<file path="config.mk">
export PLATFORM = sky130hd
export DESIGN_NAME = gpio_in_debounce
export DESIGN_NICKNAME = d
export VERILOG_FILES = /design/src/rtl/gpio_in_debounce.sv
export SDC_FILE = /design/constraint.sdc
export NUM_CORES = 1
export LEC_CHECK = 0
export ABC_AREA = 1
export BUFFER_PORTS_ARGS = -buffer_cell sky130_fd_sc_hd__clkbuf_2
export CAP_MARGIN = 20
export CORE_UTILIZATION = 40
export DETAILED_ROUTE_END_ITERATION = 10
export SLEW_MARGIN = 40
export SYNTH_ARGS = -nofsm -noshare
export SYNTH_HDL_FRONTEND = slang
export SYNTH_SLANG_ARGS = --single-unit
export TNS_END_PERCENT = 10
</file>
<file path="constraint.sdc">
create_clock -name CLK -period 1.05 [get_ports CLK]
set_clock_uncertainty 0.1 [all_clocks]
set_input_delay 0 -clock CLK [delete_from_list [all_inputs] [get_ports CLK]]
set_output_delay 0 -clock CLK [all_outputs]
set_load 0.005 [all_outputs]
</file>
<file path="src/rtl/gpio_in_debounce.sv">
// Memory-mapped GPIO input port: 2-FF sync, per-bit debounce,
// sticky rising-edge flags with mask and level IRQ.
module gpio_in_debounce #(
  parameter int N_IN            = 10,
  parameter int DEBOUNCE_CYCLES = 4
) (
  input  logic            CLK,
  input  logic            RESET_N,
  input  logic [N_IN-1:0] pin_in,
  input  logic [1:0]      sel,
  input  logic            rd_ena,
  input  logic            wr_ena,
  input  logic [31:0]     wdata,
  output logic [31:0]     rdata,
  output logic            irq
);

  localparam int CW = $clog2(DEBOUNCE_CYCLES);
  localparam logic [CW-1:0] CMAX = CW'(DEBOUNCE_CYCLES - 1);

  logic [N_IN-1:0] sync1;
  logic [N_IN-1:0] sync_q;
  logic [N_IN-1:0] level_q;
  logic [N_IN-1:0] level_d;
  logic [N_IN-1:0] edge_q;
  logic [N_IN-1:0] mask_q;
  logic [N_IN-1:0] rise;
  logic [N_IN-1:0] clr;
  logic [CW-1:0]   cnt_q [N_IN];
  logic [CW-1:0]   cnt_d [N_IN];
  logic            ev_sel;

  // Count saturates at CMAX; the level commits instead of wrapping.
  always_comb begin
    for (int i = 0; i < N_IN; i++) begin
      level_d[i] = level_q[i];
      cnt_d[i]   = '0;
      if (sync_q[i] != level_q[i]) begin
        if (cnt_q[i] == CMAX) begin
          level_d[i] = sync_q[i];
        end else begin
          cnt_d[i] = cnt_q[i] + 1'b1;
        end
      end
    end
  end

  assign rise   = level_d & ~level_q;
  assign ev_sel = (sel == 2'd1);

  always_comb begin
    clr = '0;
    if (rd_ena && ev_sel) begin
      clr = '1;
    end
    if (wr_ena && ev_sel) begin
      clr = clr | wdata[N_IN-1:0];
    end
  end

  always_ff @(posedge CLK) begin
    if (!RESET_N) begin
      sync1   <= '0;
      sync_q  <= '0;
      level_q <= '0;
      edge_q  <= '0;
      mask_q  <= '0;
      for (int i = 0; i < N_IN; i++) begin
        cnt_q[i] <= '0;
      end
    end else begin
      sync1   <= pin_in;
      sync_q  <= sync1;
      level_q <= level_d;
      // A new rising edge outranks a clear on the same bit.
      edge_q  <= (edge_q & ~clr) | rise;
      if (wr_ena && sel == 2'd2) begin
        mask_q <= wdata[N_IN-1:0];
      end
      for (int i = 0; i < N_IN; i++) begin
        cnt_q[i] <= cnt_d[i];
      end
    end
  end

  always_comb begin
    rdata = '0;
    if (RESET_N) begin
      unique case (1'b1)
        sel == 2'd0: rdata[N_IN-1:0] = level_q;
        sel == 2'd1: rdata[N_IN-1:0] = edge_q;
        sel == 2'd2: rdata[N_IN-1:0] = mask_q;
        default:     rdata = '0;
      endcase
    end
  end

  assign irq = RESET_N & (|(edge_q & mask_q));

endmodule

</file>
# Word level (Yosys, flattened, before mapping)
# Memories as Yosys holds them, arrays and structs flattened.
# Cells that the tools add are included.
# totals
regBits	50
mem_bits_rw	20
input_bits	48
out_inout_bits	33
elab_cells	117
memories	1
# mem_list
name	words	width	rd	rd_ports_with_merged_regs	wr	line	source
cnt_q	10	2	10	0	10	29	logic [CW-1:0] cnt_q [N_IN];
# op_classes
addsub	10
eq_ne	22
mux	56
n_bitwise	18
n_reduce_logical	5
# op_table
op	n
$mux 2	30
$and 10x10->10	3
$mux 10	3
$pmux 10 s3	1
$eq 2x2->1 const B	11
$mux 1	22
$add 2x1->2 const B	10
$not 10->10	2
$or 10x10->10	2
$ne 1x1->1	10
$or 1x1->1	10
$reduce_or 10->1	1
$logic_and 1x1->1	3
$eq 2x1->1 const B	1
$logic_not 2->1	1
$and 1x1->1	1

# Longest topological paths before layout
# logic_depth
ltp_word	8
ltp_mapped	8
mapped_depth_nobuf	7

# Least setup slack after synthesis
# Ideal clock, no wire load.
# synth_path
kind	register -> register
startpoint	memory cnt_q[0][0] (netlist bit)
endpoint	memory cnt_q[0][0] (netlist bit)
setup_time_ns	0.065
t_arrival_ns	0.788
required_ns	0.885
path_slack_ns	0.097
stages_incl_launch_ff	5
path_buffers	0
synth_period_minus_slack_ns	0.953
cell_sequence	dfxtp_1 > ha_1 > a21oi_1 > o211ai_1 > nor2_1
# synth_rtl
element	line
from (decl)	29

# Worst setup path after layout
# layout_path
startpoint	register edge_q[5]
endpoint	output irq
# layout_via
elab_chain_cells	3
# layout_rtl
element	line	source
from (decl)	25	logic [N_IN-1:0] edge_q;
from (signal assigned)	76	edge_q <= (edge_q & ~clr) | rise;
$and 10x10->10	98	assign irq = RESET_N & (|(edge_q & mask_q));
$reduce_or 10->1	98	
$and 1x1->1	98	
to (decl)	15	output logic irq
# No other way between the ends.

==> qor.yml <==
status: "finished, violations left"
violations: "setup timing"
yosysTopAreaCell: "dfxtp_1"
drt_wl_total_um: 6312
fin_util: 0.5477
io_pins: 81
r2r_cells: 4
wire_per_inst_um: 10.59
critical_path_class: "reg -> out"
report.final.slew_viol_count: 0
detail_route.first_pass.iterations: 4
io_buffers: 36
grt_pass1_wl_um: 9936
core_area_um2: 7292
setup_viol: 11
seq_area_um2: 1450
antenna_cells: 0
track_usage: 0.1706
dpl.hpwl_um: 4001
tightest_slew_ps: 566.9
rsz0062_at_grt: "yes"
nFillCells: 722
route.detailed.drc: 0
grt_pass1_vias: 2255
slowest_stage: "dfxtp_2"
cts_buffers: 9
grt_max_degree: 24
relSlewSlack: 0.6221
cts.sinks: 70
drv_cap: 0
vias: 2662
end_kind: "output port"
root_buffer: "clkbuf_8"
multi_input_area_um2: 1394
crit_chain: "nand2_2 > nand2_2 > nor2_2 > nand3_1 > nand2_1 > inv_1 > clkbuf_2"
drtAntennaViolNets: 0
path_max_fanout: 2
crit_buf_inv: 2
place.gp.congestion: 0.7349
fmax_ghz: 0.7869
ir_drop_uv: 709.2
insertion_delay_ps: 350
layout-drive-gt1-share: 0.2857
crit_top_cell: "nand2_2"
ys_seq_elements: 70
yosysSeqAreaShare: 0.4598
ys_types: 19
initial_core_util: 0.4180
htree_levels: 3
die_w_um: 89.29
synth_top_area_frac: 0.4598
layout.nets: 550
setup_ws_ps: -220.8
netlist_instances: 418
dpl_worst_slack_ps: 13.99
clock_path_buffers: 2
overflow: 0
initialDrtViolationCount: 101
cp_data_required_time_ps: 950
hold_viol: 0
tritoncts: "done"
yosysWarnings: 0
crit_cells: 7
hold_class: "in -> reg"
die_area_um2: 7973
critPathArrivalTime_ps: 1170
cp-start-kind: "register"
period_minus_slack_ps: 1271
avgSynthCellArea_um2: 7.292
antenna_found_initial: 0
fp-row-count: 31
cts.clk_slew.worst_paths_ps: 80
power_density_nw_per_um2: 1393
synth_area_leaders: "dfxtp_1, nand2_1, nand3_1"
avgViaCountPerCell: 4.466
dieHeight_um: 89.29
critPathTopFamily: "flip-flops"
slowest_delay_ps: 340
timing.final.crit_share: 1.210
synthToLayoutAreaGrowth_pct: 31.03
p_leak_nw: 2.115
hold_path_depth: 4
syn-cell-area_um2: 3048
logic make-up after synthesis:
kind of cell / after synthesis / synth area share
buffers and inverters: 91 / 0.1482
AND/OR/NAND/NOR: 208 / 0.2800
flip-flops: 70 / 0.4598
other: 1 / 0.001230
AO/OA/AOI/OAI: 38 / 0.06979
adder cells (fa/ha/maj): 10 / 0.04105
synth_stat cells:
library cell  instances
o211ai_1              9
a21oi_1              19
nor2_1               32
buf_2                 7
inv_2                 1
or2_2                 1
nand2_2               2
nand3_1              42
dfxtp_1              70
nand2_1             128
o21ai_0               8
conb_1                1
nor2_4                1
o21ai_1               2
nor2_2                2
ha_1                 10
clkbuf_1              1
buf_4                27
inv_1                55
where the power goes:
| part | internal (W) | switching, W | total, W |
|---|---|---|---|
| Sequential | 0.00270 | 0.0000329 | 0.00274 |
| Combinational | 0.000187 | 0.000222 | 0.000409 |
| Clock | 0.00140 | 0.00102 | 0.00242 |
worst min-delay path: cells and delay by family:
kind	cells	cell delay, ps
buf+inv	2	280
simple gates	2	140
through the flow:
| stage | hold slack, ps | TNS [ps] | instances | power (W) | cell area [um^2] |
|---|---|---|---|---|---|
| 2_1_floorplan | -2.369 | 0 | 439 | 0.003049 | 3127 |
| 3_3_place_gp | 80.81 | 0 | 551 | 0.003122 | 3304 |
| 3_5_place_dp | 85.56 | 0 | 551 | 0.003127 | 3304 |
| 4_1_cts | 0.04044 | -4186 | 596 | 0.005641 | 3875 |
| 5_1_grt | 12.66 | -2182 | 596 | 0.005825 | 3994 |
| 6_report | 15.38 | -1199 | 596 | 0.005565 | 3994 |
cell type report:
cell class	instances	share of cell area
repair buffers	77	0.1482
inverters	56	0.05263
clock buffers	11	0.03540
well taps	99	0.03102
multi-input cells	278	0.3490
flip-flops and latches	70	0.3631
clock inverters	5	0.02068
state kept, by name (all words and copies together), names as in the netlist:
register	cells
edge_q	10
level_q	10
cnt_q	20
mask_q	10
sync1	10
sync_q	10
repair_timing:
action	in CTS	in global routing
hold buffers	24	0
pin swaps	22	5
resized for setup	37	46
buffers inserted	5	0
endpoints found under the hold margin	37	0
setup endpoints to repair	11	60
worst paths after layout:
| kind | start | end | slack (ps) |
|---|---|---|---|
| max reg2reg | cnt_q[0][0] | cnt_q[0][0] | 40 |
| max | edge_q[5] | irq | -220 |
| min reg2reg | cnt_q[0][0] | cnt_q[0][0] | 310 |
| min | RESET_N | level_q[9] | 20 |
layer usage:
metal	global-route usage	vias to the layer above	share of wire
met2	0.2686	74	0.47
met3	0.03693	13	0.050
met5	0	-	0
met1	0.2136	1176	0.45
li1	-	1399	-
met4	0.1053	0	0.026
layout by cell type (no fill, tap or decap), types with 3 or more instances in the layout:
cell type / instances
nand3_1: 33
buf_2: 3
inv_1: 55
nor2_1: 30
nand2_2: 18
conb_1: 22
o211ai_1: 9
dfxtp_1: 41
dlymetal6s4s_1: 3
dfxtp_4: 5
a21oi_1: 17
clkinvlp_4: 3
dfxtp_2: 24
nand2_1: 112
dlygate4sd3_1: 21
buf_4: 12
clkbuf_2: 33
ha_2: 9
clkbuf_8: 10
o21ai_0: 6
nor2_2: 4
buf_6: 3
o21ai_1: 4
nand3_2: 9
No activity file was read; power rests on OpenSTA's default activity.
